===== config.mk =====
export PLATFORM = sky130hd
export DESIGN_NAME = pipeline_hazard_ctrl_flat
export DESIGN_NICKNAME = d
export VERILOG_FILES = /design/src/rtl/pipeline_hazard_ctrl_pkg.sv /design/src/rtl/pipeline_hazard_ctrl_if.sv /design/src/rtl/pipeline_hazard_ctrl_load_use_detect.sv /design/src/rtl/pipeline_hazard_ctrl.sv /design/src/flat_wrapper.sv
export SDC_FILE = /design/constraint.sdc
export NUM_CORES = 1
export LEC_CHECK = 0
export CORE_MARGIN = 2
export CORE_UTILIZATION = 49
export CTS_CLUSTER_DIAMETER = 50
export DETAILED_ROUTE_END_ITERATION = 6
export PLACE_DENSITY = 0.8
export SYNTH_ARGS = -nofsm -noshare
export SYNTH_HDL_FRONTEND = slang
export SYNTH_SLANG_ARGS = --single-unit

===== constraint.sdc =====
create_clock -name clk -period 2.6 [get_ports clk]
set_input_delay 0.39 -clock clk [delete_from_list [all_inputs] [get_ports clk]]
set_output_delay 0.39 -clock clk [all_outputs]
set_load 0.01 [all_outputs]

===== src/rtl/pipeline_hazard_ctrl_pkg.sv =====
// Shared definitions for the pipeline hazard controller:
//   - hz_state_e : sequencer states (IDLE / STALL / FLUSH)
//   - parameter defaults for flush and load-stall lengths
//   - REG_ZERO   : architectural x0, never a real dependency
package pipeline_hazard_ctrl_pkg;

  typedef enum logic [1:0] {
    HZ_IDLE  = 2'd0,
    HZ_STALL = 2'd1,
    HZ_FLUSH = 2'd2
  } hz_state_e;

  localparam int unsigned FLUSH_CYCLES_DEF      = 1;
  localparam int unsigned LOAD_STALL_CYCLES_DEF = 1;
  localparam logic [4:0]  REG_ZERO              = 5'd0;

endpackage


===== src/rtl/pipeline_hazard_ctrl_if.sv =====
// Signal bundle between the pipeline datapath and the hazard controller.
//   Datapath -> controller: branch_taken_mem, id_ex_mem_read, id_ex_rd,
//                           if_id_rs1/rs2, if_id_uses_rs1/rs2
//   Controller -> datapath: pc_write_en, if_id_write_en, if_id_flush,
//                           id_ex_flush, ex_mem_flush, busy,
//                           stall_cnt, flush_cnt
// master = datapath side, slave = controller side.
interface pipeline_hazard_ctrl_if #(
  parameter int unsigned CNT_W = 32
);
  logic             branch_taken_mem;
  logic             id_ex_mem_read;
  logic [4:0]       id_ex_rd;
  logic [4:0]       if_id_rs1;
  logic [4:0]       if_id_rs2;
  logic             if_id_uses_rs1;
  logic             if_id_uses_rs2;
  logic             pc_write_en;
  logic             if_id_write_en;
  logic             if_id_flush;
  logic             id_ex_flush;
  logic             ex_mem_flush;
  logic             busy;
  logic [CNT_W-1:0] stall_cnt;
  logic [CNT_W-1:0] flush_cnt;

  modport master (
    output branch_taken_mem, id_ex_mem_read, id_ex_rd, if_id_rs1, if_id_rs2,
           if_id_uses_rs1, if_id_uses_rs2,
    input  pc_write_en, if_id_write_en, if_id_flush, id_ex_flush, ex_mem_flush,
           busy, stall_cnt, flush_cnt
  );

  modport slave (
    input  branch_taken_mem, id_ex_mem_read, id_ex_rd, if_id_rs1, if_id_rs2,
           if_id_uses_rs1, if_id_uses_rs2,
    output pc_write_en, if_id_write_en, if_id_flush, id_ex_flush, ex_mem_flush,
           busy, stall_cnt, flush_cnt
  );
endinterface


===== src/rtl/pipeline_hazard_ctrl_load_use_detect.sv =====
// Combinational load-use hazard detector.
//   Inputs : ID/EX load flag and destination, IF/ID source registers and
//            their use flags.
//   Output : hazard - IF/ID reads a register the ID/EX load has not yet
//            produced (x0 never counts).
module load_use_detect
  import pipeline_hazard_ctrl_pkg::*;
(
  input  logic       id_ex_mem_read,
  input  logic [4:0] id_ex_rd,
  input  logic [4:0] if_id_rs1,
  input  logic [4:0] if_id_rs2,
  input  logic       if_id_uses_rs1,
  input  logic       if_id_uses_rs2,
  output logic       hazard
);

  always_comb begin
    hazard = id_ex_mem_read && (id_ex_rd != REG_ZERO) &&
             ((if_id_uses_rs1 && (if_id_rs1 == id_ex_rd)) ||
              (if_id_uses_rs2 && (if_id_rs2 == id_ex_rd)));
  end

endmodule


===== src/rtl/pipeline_hazard_ctrl.sv =====
// Central stall/flush sequencer for the 5-stage pipeline.
//   clk, reset : rising-edge clock, synchronous active-high reset
//   hz (slave) : hazard sources in, write enables / flushes / busy and
//                wrapping stall and flush performance counters out
// Control outputs are Mealy: a hazard or taken branch acts in the cycle it
// is seen. A taken branch outranks a load-use hazard except while already
// flushing, where both inputs come from wrong-path instructions.
module pipeline_hazard_ctrl
  import pipeline_hazard_ctrl_pkg::*;
#(
  parameter int unsigned FLUSH_CYCLES      = FLUSH_CYCLES_DEF,
  parameter int unsigned LOAD_STALL_CYCLES = LOAD_STALL_CYCLES_DEF,
  parameter int unsigned CNT_W             = 32
) (
  input  logic                   clk,
  input  logic                   reset,
  pipeline_hazard_ctrl_if.slave  hz
);

  localparam logic [3:0] FLUSH_LAST = 4'(FLUSH_CYCLES - 1);
  localparam logic [3:0] STALL_LAST = 4'(LOAD_STALL_CYCLES - 1);

  hz_state_e        state_q, state_d;
  logic [3:0]       cnt_q, cnt_d;
  logic [CNT_W-1:0] stall_cnt_q, stall_cnt_d;
  logic [CNT_W-1:0] flush_cnt_q, flush_cnt_d;

  logic hazard;
  logic pc_write_en, if_id_write_en, flush_all, id_ex_flush, busy;

  load_use_detect u_load_use_detect (
    .id_ex_mem_read (hz.id_ex_mem_read),
    .id_ex_rd       (hz.id_ex_rd),
    .if_id_rs1      (hz.if_id_rs1),
    .if_id_rs2      (hz.if_id_rs2),
    .if_id_uses_rs1 (hz.if_id_uses_rs1),
    .if_id_uses_rs2 (hz.if_id_uses_rs2),
    .hazard         (hazard)
  );

  always_comb begin
    state_d        = state_q;
    cnt_d          = cnt_q;
    stall_cnt_d    = stall_cnt_q;
    flush_cnt_d    = flush_cnt_q;
    pc_write_en    = 1'b1;
    if_id_write_en = 1'b1;
    flush_all      = 1'b0;
    id_ex_flush    = 1'b0;
    busy           = (state_q != HZ_IDLE);

    if (reset) begin
      // Flushing during reset clears every pipeline register.
      pc_write_en    = 1'b0;
      if_id_write_en = 1'b0;
      flush_all      = 1'b1;
      busy           = 1'b0;
    end else if (state_q == HZ_FLUSH) begin
      flush_all = 1'b1;
      if (cnt_q == FLUSH_LAST) begin
        state_d = HZ_IDLE;
        cnt_d   = '0;
      end else begin
        cnt_d = cnt_q + 4'd1;
      end
    end else if (hz.branch_taken_mem) begin
      // From IDLE or STALL: a taken branch aborts any stall in progress.
      flush_all   = 1'b1;
      flush_cnt_d = flush_cnt_q + CNT_W'(1);
      if (FLUSH_CYCLES > 1) begin
        state_d = HZ_FLUSH;
        cnt_d   = 4'd1;
      end else begin
        state_d = HZ_IDLE;
        cnt_d   = '0;
      end
    end else if (state_q == HZ_STALL) begin
      pc_write_en    = 1'b0;
      if_id_write_en = 1'b0;
      id_ex_flush    = 1'b1;
      stall_cnt_d    = stall_cnt_q + CNT_W'(1);
      if (cnt_q == STALL_LAST) begin
        state_d = HZ_IDLE;
        cnt_d   = '0;
      end else begin
        cnt_d = cnt_q + 4'd1;
      end
    end else if (hazard) begin
      pc_write_en    = 1'b0;
      if_id_write_en = 1'b0;
      id_ex_flush    = 1'b1;
      stall_cnt_d    = stall_cnt_q + CNT_W'(1);
      if (LOAD_STALL_CYCLES > 1) begin
        state_d = HZ_STALL;
        cnt_d   = 4'd1;
      end else begin
        state_d = HZ_IDLE;
        cnt_d   = '0;
      end
    end
  end

  always_ff @(posedge clk) begin
    if (reset) begin
      state_q     <= HZ_IDLE;
      cnt_q       <= '0;
      stall_cnt_q <= '0;
      flush_cnt_q <= '0;
    end else begin
      state_q     <= state_d;
      cnt_q       <= cnt_d;
      stall_cnt_q <= stall_cnt_d;
      flush_cnt_q <= flush_cnt_d;
    end
  end

  assign hz.pc_write_en    = pc_write_en;
  assign hz.if_id_write_en = if_id_write_en;
  assign hz.if_id_flush    = flush_all;
  assign hz.id_ex_flush    = flush_all | id_ex_flush;
  assign hz.ex_mem_flush   = flush_all;
  assign hz.busy           = busy;
  assign hz.stall_cnt      = stall_cnt_q;
  assign hz.flush_cnt      = flush_cnt_q;

endmodule


===== src/flat_wrapper.sv =====
// flat-port wrapper written by rule: the top's interface ports become plain ports
module pipeline_hazard_ctrl_flat import pipeline_hazard_ctrl_pkg::*;
#(
  parameter int unsigned FLUSH_CYCLES      = FLUSH_CYCLES_DEF,
  parameter int unsigned LOAD_STALL_CYCLES = LOAD_STALL_CYCLES_DEF,
  parameter int unsigned CNT_W             = 32
)
  (clk, reset, hz_branch_taken_mem, hz_id_ex_mem_read, hz_id_ex_rd, hz_if_id_rs1, hz_if_id_rs2, hz_if_id_uses_rs1, hz_if_id_uses_rs2, hz_pc_write_en, hz_if_id_write_en, hz_if_id_flush, hz_id_ex_flush, hz_ex_mem_flush, hz_busy, hz_stall_cnt, hz_flush_cnt);
  pipeline_hazard_ctrl_if #(.CNT_W(CNT_W)) hz_i ();
  input  logic clk;
  input  logic reset;
  input wire logic [$bits(hz_i.branch_taken_mem)-1:0] hz_branch_taken_mem;
  input wire logic [$bits(hz_i.id_ex_mem_read)-1:0] hz_id_ex_mem_read;
  input wire logic [$bits(hz_i.id_ex_rd)-1:0] hz_id_ex_rd;
  input wire logic [$bits(hz_i.if_id_rs1)-1:0] hz_if_id_rs1;
  input wire logic [$bits(hz_i.if_id_rs2)-1:0] hz_if_id_rs2;
  input wire logic [$bits(hz_i.if_id_uses_rs1)-1:0] hz_if_id_uses_rs1;
  input wire logic [$bits(hz_i.if_id_uses_rs2)-1:0] hz_if_id_uses_rs2;
  output wire logic [$bits(hz_i.pc_write_en)-1:0] hz_pc_write_en;
  output wire logic [$bits(hz_i.if_id_write_en)-1:0] hz_if_id_write_en;
  output wire logic [$bits(hz_i.if_id_flush)-1:0] hz_if_id_flush;
  output wire logic [$bits(hz_i.id_ex_flush)-1:0] hz_id_ex_flush;
  output wire logic [$bits(hz_i.ex_mem_flush)-1:0] hz_ex_mem_flush;
  output wire logic [$bits(hz_i.busy)-1:0] hz_busy;
  output wire logic [$bits(hz_i.stall_cnt)-1:0] hz_stall_cnt;
  output wire logic [$bits(hz_i.flush_cnt)-1:0] hz_flush_cnt;
  assign hz_i.branch_taken_mem = hz_branch_taken_mem;
  assign hz_i.id_ex_mem_read = hz_id_ex_mem_read;
  assign hz_i.id_ex_rd = hz_id_ex_rd;
  assign hz_i.if_id_rs1 = hz_if_id_rs1;
  assign hz_i.if_id_rs2 = hz_if_id_rs2;
  assign hz_i.if_id_uses_rs1 = hz_if_id_uses_rs1;
  assign hz_i.if_id_uses_rs2 = hz_if_id_uses_rs2;
  assign hz_pc_write_en = hz_i.pc_write_en;
  assign hz_if_id_write_en = hz_i.if_id_write_en;
  assign hz_if_id_flush = hz_i.if_id_flush;
  assign hz_id_ex_flush = hz_i.id_ex_flush;
  assign hz_ex_mem_flush = hz_i.ex_mem_flush;
  assign hz_busy = hz_i.busy;
  assign hz_stall_cnt = hz_i.stall_cnt;
  assign hz_flush_cnt = hz_i.flush_cnt;
  pipeline_hazard_ctrl #(.FLUSH_CYCLES(FLUSH_CYCLES), .LOAD_STALL_CYCLES(LOAD_STALL_CYCLES), .CNT_W(CNT_W)) u_core (.clk(clk), .reset(reset), .hz(hz_i));
endmodule

# After elaboration in Yosys (flattened, before gate mapping)
# Cells that the tools add are included.
[totals]
input_bits = 21
register_bits = 70
elab_cells = 52
out_inout_bits = 70
[op_classes]
n_reduce_logical = 12
bitwise_logic = 3
addsub = 3
eq_ne = 4
muxes = 26
[ops]
columns = ["op", "n"]
rows = [
  ["$add A32 B1 Y32 const B", 2],
  ["$mux W32", 2],
  ["$mux W4", 5],
  ["$mux W1", 14],
  ["$eq A5 B5 Y1", 2],
  ["$mux W2", 5],
  ["$reduce_bool A5 Y1", 1],
  ["$add A4 B1 Y4 const B", 1],
  ["$logic_and A1 B1 Y1", 4],
  ["$logic_not A4 Y1", 1],
  ["$reduce_bool A2 Y1", 2],
  ["$reduce_bool A4 Y1", 1],
  ["$reduce_and A3 Y1", 1],
  ["$eq A2 B1 Y1 const B", 1],
  ["$eq A2 B2 Y1 const B", 1],
  ["$not A1 Y1", 2],
  ["$reduce_and A2 Y1", 1],
  ["$logic_or A1 B1 Y1", 1],
  ["$or A1 B1 Y1", 1],
]

# Depth between registers and ports, before layout
[logic_depth]
depth_word = 10
depth_mapped = 8
ltp_nobuf = 7

# By module
# A second synthesis with hierarchy kept.
[hier_totals]
cells_unflattened = 403
area_unflattened_um2 = 3412.0
[modules_own_cells]
columns = ["module", "area_per_inst_um2", "seq_area_each_um2", "instances", "cells_each"]
rows = [
  ["pipeline_hazard_ctrl", 3278.1, 1401.3, 1, 386],
  ["load_use_detect", 133.9, 0.0, 1, 17],
]

# Worst setup path after synthesis
# No wires, ideal clock.
[synth_timing]
kind = "input-to-output"
start = "input hz_id_ex_rd[0]"
end = "output hz_pc_write_en"
t_arrival_ns = 2.175
setup_slack_ns = 0.035
path_buffers = 3
path_stages = 7
required_ns = 2.210
path_cell_list = "or4_1 > o21a_1 > a32oi_4 > buf_6 > buf_4 > nor2b_1 > buf_4"
[synth_between]
elab_chain_cells = 9
elab_cells_between_ends = 13
classes_between = "eq/ne: 2; mux: 5; reduce/logical: 6"
[synth_rtl]
columns = ["item", "line_no", "text"]
rows = [
  ["start, declared", "flat_wrapper.sv:14", "input wire logic [$bits(hz_i.id_ex_rd)-1:0] hz_id_ex_rd;"],
  ["$eq A5 B5 Y1 (on tied branches)", "pipeline_hazard_ctrl_load_use_detect.sv:20, pipeline_hazard_ctrl_load_use_detect.sv:21", ""],
  ["$logic_and A1 B1 Y1 (on tied branches)", "pipeline_hazard_ctrl_load_use_detect.sv:20, pipeline_hazard_ctrl_load_use_detect.sv:21", ""],
  ["$logic_or A1 B1 Y1", "pipeline_hazard_ctrl_load_use_detect.sv:20", "((if_id_uses_rs1 && (if_id_rs1 == id_ex_rd)) ||"],
  ["$logic_and A1 B1 Y1 (*)", "pipeline_hazard_ctrl_load_use_detect.sv:19", "hazard = id_ex_mem_read && (id_ex_rd != REG_ZERO) &&"],
  ["$mux W1 (*) (5 in series)", "--", ""],
  ["end, declared", "flat_wrapper.sv:19", "output wire logic [$bits(hz_i.pc_write_en)-1:0] hz_pc_write_en;"],
]
# Every way passes the cells marked *; elsewhere a longest branch is shown, timed or not.

# Worst setup path after layout
[layout_timing]
start = "input hz_id_ex_rd[3]"
end = "output hz_if_id_write_en"
[layout_between]
elab_chain_cells = 9
elab_cells_between_ends = 13
classes_between = "eq/ne: 2; mux: 5; reduce/logical: 6"
[layout_rtl]
columns = ["item", "line_no", "text"]
rows = [
  ["$eq A5 B5 Y1 (on tied branches)", "pipeline_hazard_ctrl_load_use_detect.sv:20, pipeline_hazard_ctrl_load_use_detect.sv:21", ""],
  ["$logic_and A1 B1 Y1 (on tied branches)", "pipeline_hazard_ctrl_load_use_detect.sv:20, pipeline_hazard_ctrl_load_use_detect.sv:21", ""],
  ["$logic_or A1 B1 Y1", "pipeline_hazard_ctrl_load_use_detect.sv:20", ""],
  ["$logic_and A1 B1 Y1 (*)", "pipeline_hazard_ctrl_load_use_detect.sv:19", ""],
  ["$mux W1 (*)", "pipeline_hazard_ctrl.sv:88", "end else if (hazard) begin"],
  ["$mux W1 (*)", "pipeline_hazard_ctrl.sv:77", "end else if (state_q == HZ_STALL) begin"],
  ["$mux W1 (*)", "pipeline_hazard_ctrl.sv:66", "end else if (hz.branch_taken_mem) begin"],
  ["$mux W1 (*)", "pipeline_hazard_ctrl.sv:58", "end else if (state_q == HZ_FLUSH) begin"],
  ["$mux W1 (*)", "pipeline_hazard_ctrl.sv:52", "if (reset) begin"],
  ["end, declared", "flat_wrapper.sv:20", "output wire logic [$bits(hz_i.if_id_write_en)-1:0] hz_if_id_write_en;"],
]
# Marks and branches as above.

==> metrics <==
Bufs on Longest Clock Path 2; Num CTS Buffers 9; WHS Endpoint u_core.hz.stall_cnt[0]; placed insts 614; R2R depth 5; initial core utilization 0.504; Core ar. 0.00721 mm2; Worst EP arrival a little over 2 ns; initial antenna violation count 0; run status finished clean; relative slew slack 0.567; Detail Route Antenna Nets 0; hold_ws between 0.4 and 0.5 ns; final setup fails 0; Yosys warnings 0; Post-synth EDFFs 0; Layout area overhead 32.9%; hold path depth 2; IR drop worst, VDD 344 uV; post-layout utilization of the core 0.670; Total Wirelength about 9000 um; DIE WIDTH between 90 and 100 um; share of the synthesized area in the top cell type 0.385; Crit-path slowest cell or4_4; chip height 90.2 um; RR Startpoint u_core.hz.flush_cnt[7]; Synth cell types 45; CP required 2.21 ns; Max Cap Viol 0; DP Wirelength about 6200 um; Reg-to-Reg End u_core.hz.flush_cnt[26]; Post-synth ARST share 0; Cell Count, Final, Fillers Out 630; sequential area share after synthesis 0.385; unrepaired setup endpoints after global routing no; startpoint types input pin; Final min period 2.46 ns; worst clock skew about 0.011 ns; GPL Wtd Cong about 0.85; ys flop type dfxtp_1; Worst Slack Setup Final roughly 0.14 ns; CP Class in -> out; pin count of the biggest net entering global routing 66; Placement Rows 31; synthesized cell area between 0.003 and 0.004 mm2; crit path cell chain clkdlybuf4s50_1 -> or4_4 -> o21a_4 -> a32oi_4 -> nor2b_4 -> buf_2; via count between 3000 and 4000; vias per inst 5.61; post-route setup TNS 0 ns; Worst setup EP type output port; R2R setup slack roughly 0.36 ns; I/O Buffers 90; Ant. Diodes 0; leakage 1.57 nW; Starting DRT DRC Count between 100 and 150; Post-synth top cells 70 x dfxtp_1, 50 x nor2_1, 36 x a21oi_1, 31 x nand2_1, 22 x xnor2_1; clk slew on worst S/H paths roughly 0.07 ns; HP Start reset; Final Cycle Share 0.948; Max Clk Rate 406 MHz; Tot GR Track Use 0.227; post-DR wirelength/cell around 14 um; CTS sink cnt 70; Total Nets Final about 550; vias in the first global route roughly 3400; final hold violations 0; fin. max-slew vios 0; HP Class in -> reg; grt total ovfl 0; fraction of layout cells with a size suffix above 1 0.0885; Clock Tree Root clkbuf_8; Hold Buf Count CTS 0; Crit Path Max Fanout 2; CTS tree done; worst stage delay on the critical path between 0.5 and 0.6 ns; top-count cell post-synth dfxtp_1; global-route wire length before repair about 15000 um; Mean Syn Cell Area around 8.4 um2; syn_nets 460; Pwr Density 427 mW/mm2; largest cells by area after synthesis dfxtp_1 39%, xnor2_1 5.3%, nor2_1 5.2%; cells after synthesis between 400 and 500; Worst-Margin Slew 0.650 ns; drc violations 0; Yosys reg bits 70; Synth area leader dfxtp_1; H-tree depth 3; Ports 91; die footprint about 0.0081 mm2; clk_lat worst skew approximately 0.35 ns; 1st-pass router iterations 4; pre-CTS WS -0.452 ns
## worst max-delay path: cells and delay by family
| family | cells | cell delay, ns |
|---|---|---|
| simple gates | 2 | 0.71 |
| buf+inv | 2 | 0.57 |
| compound gates | 2 | 0.41 |
## power breakdown
part	internal, W	switching, W
Clock	0.000436	0.000422
Sequential	0.00107	0.00000381
Combinational	0.0000656	0.0000641
Total	0.00158	0.000489
## flip-flops by register name, indices dropped and copies added, names as in the netlist
register,cells
u_core.hz.flush_cnt,32
u_core.cnt_q,4
u_core.hz.stall_cnt,32
u_core.state_q,2
## placed cells by master, fill, tap and decap left out, types with 2 or more instances in the layout
cell             count
o21ai_0             12
nand3_1             21
nor2_1              50
o31ai_1             17
inv_1               15
o21ai_1              4
buf_2                3
clkbuf_8             9
mux2_1               9
clkinv_2             4
and4_1               7
nor2b_1              9
buf_4                9
and3_1               5
a21oi_1             35
ha_1                 4
dfxtp_1             70
nor3b_1              2
nand2b_1             2
and2b_1              2
or2_2                2
nor4_2               2
xnor2_1             22
clkinvlp_4           2
nand2_1             31
nor3_1               9
or4_1               18
xor2_1              12
nor3_2               4
nand4_1             17
and2_1               3
clkdlybuf4s50_1     85
or3_1               14
## metrics by stage
step                      instance area (um2)  power, W
after global routing                     4840   0.00215
after detailed placement                 4620   0.00123
final                                    4840   0.00207
after CTS                                4820   0.00208
after global placement                   4620   0.00123
after floorplan                          3640   0.00117
## what timing repair did
item | in CTS | in global routing
endpoints found under the setup margin | 3 | 10
pin swaps | 2 | 1
gates resized for setup | 12 | 9
hold endpoints to repair | 0 | 0
setup buffers | 0 | 0
## worst max-delay path by stage
| stage | startpoint | slack (ns) | endpoint |
|---|---|---|---|
| finish | hz_id_ex_rd[3] | 0.14 | hz_if_id_write_en |
| global route | hz_id_ex_rd[4] | 0.04 | u_core.hz.stall_cnt[30] |
| CTS | hz_id_ex_rd[3] | 0.009 | hz_if_id_write_en |
| detailed placement | hz_id_ex_rd[0] | -0.45 | hz_if_id_write_en |
| global placement | hz_id_ex_rd[0] | -0.39 | hz_if_id_write_en |
| floorplan | hz_id_ex_rd[0] | 0.04 | hz_pc_write_en |
## layout make-up
type                       count  area (um2)
inverter                      15        56.3
clock buffer                   9         124
clock inverter                 7        65.1
multi-input combinational    330        2110
fill                         633        2380
timing repair buffer         100         958
sequential                    70        1400
tap                           99         124
## layer usage
layer,track usage,vias up,share of wire,wire length (um)
li1,-,1737,-,-
met1,0.278,1693,0.45,4000
met2,0.381,99,0.49,4390
met3,0.0654,7,0.055,494
met4,0.0782,0,0.0085,76
met5,0,-,0,0
## cells by family after synthesis
kind of cell / share of synthesized area
xor+xnor: 0.0818
compound gates: 0.123
buf+inv: 0.0471
mux: 0.0279
simple gates: 0.321
flops: 0.385
fa+ha+maj: 0.0138
Power figures use the tool's default switching activity.
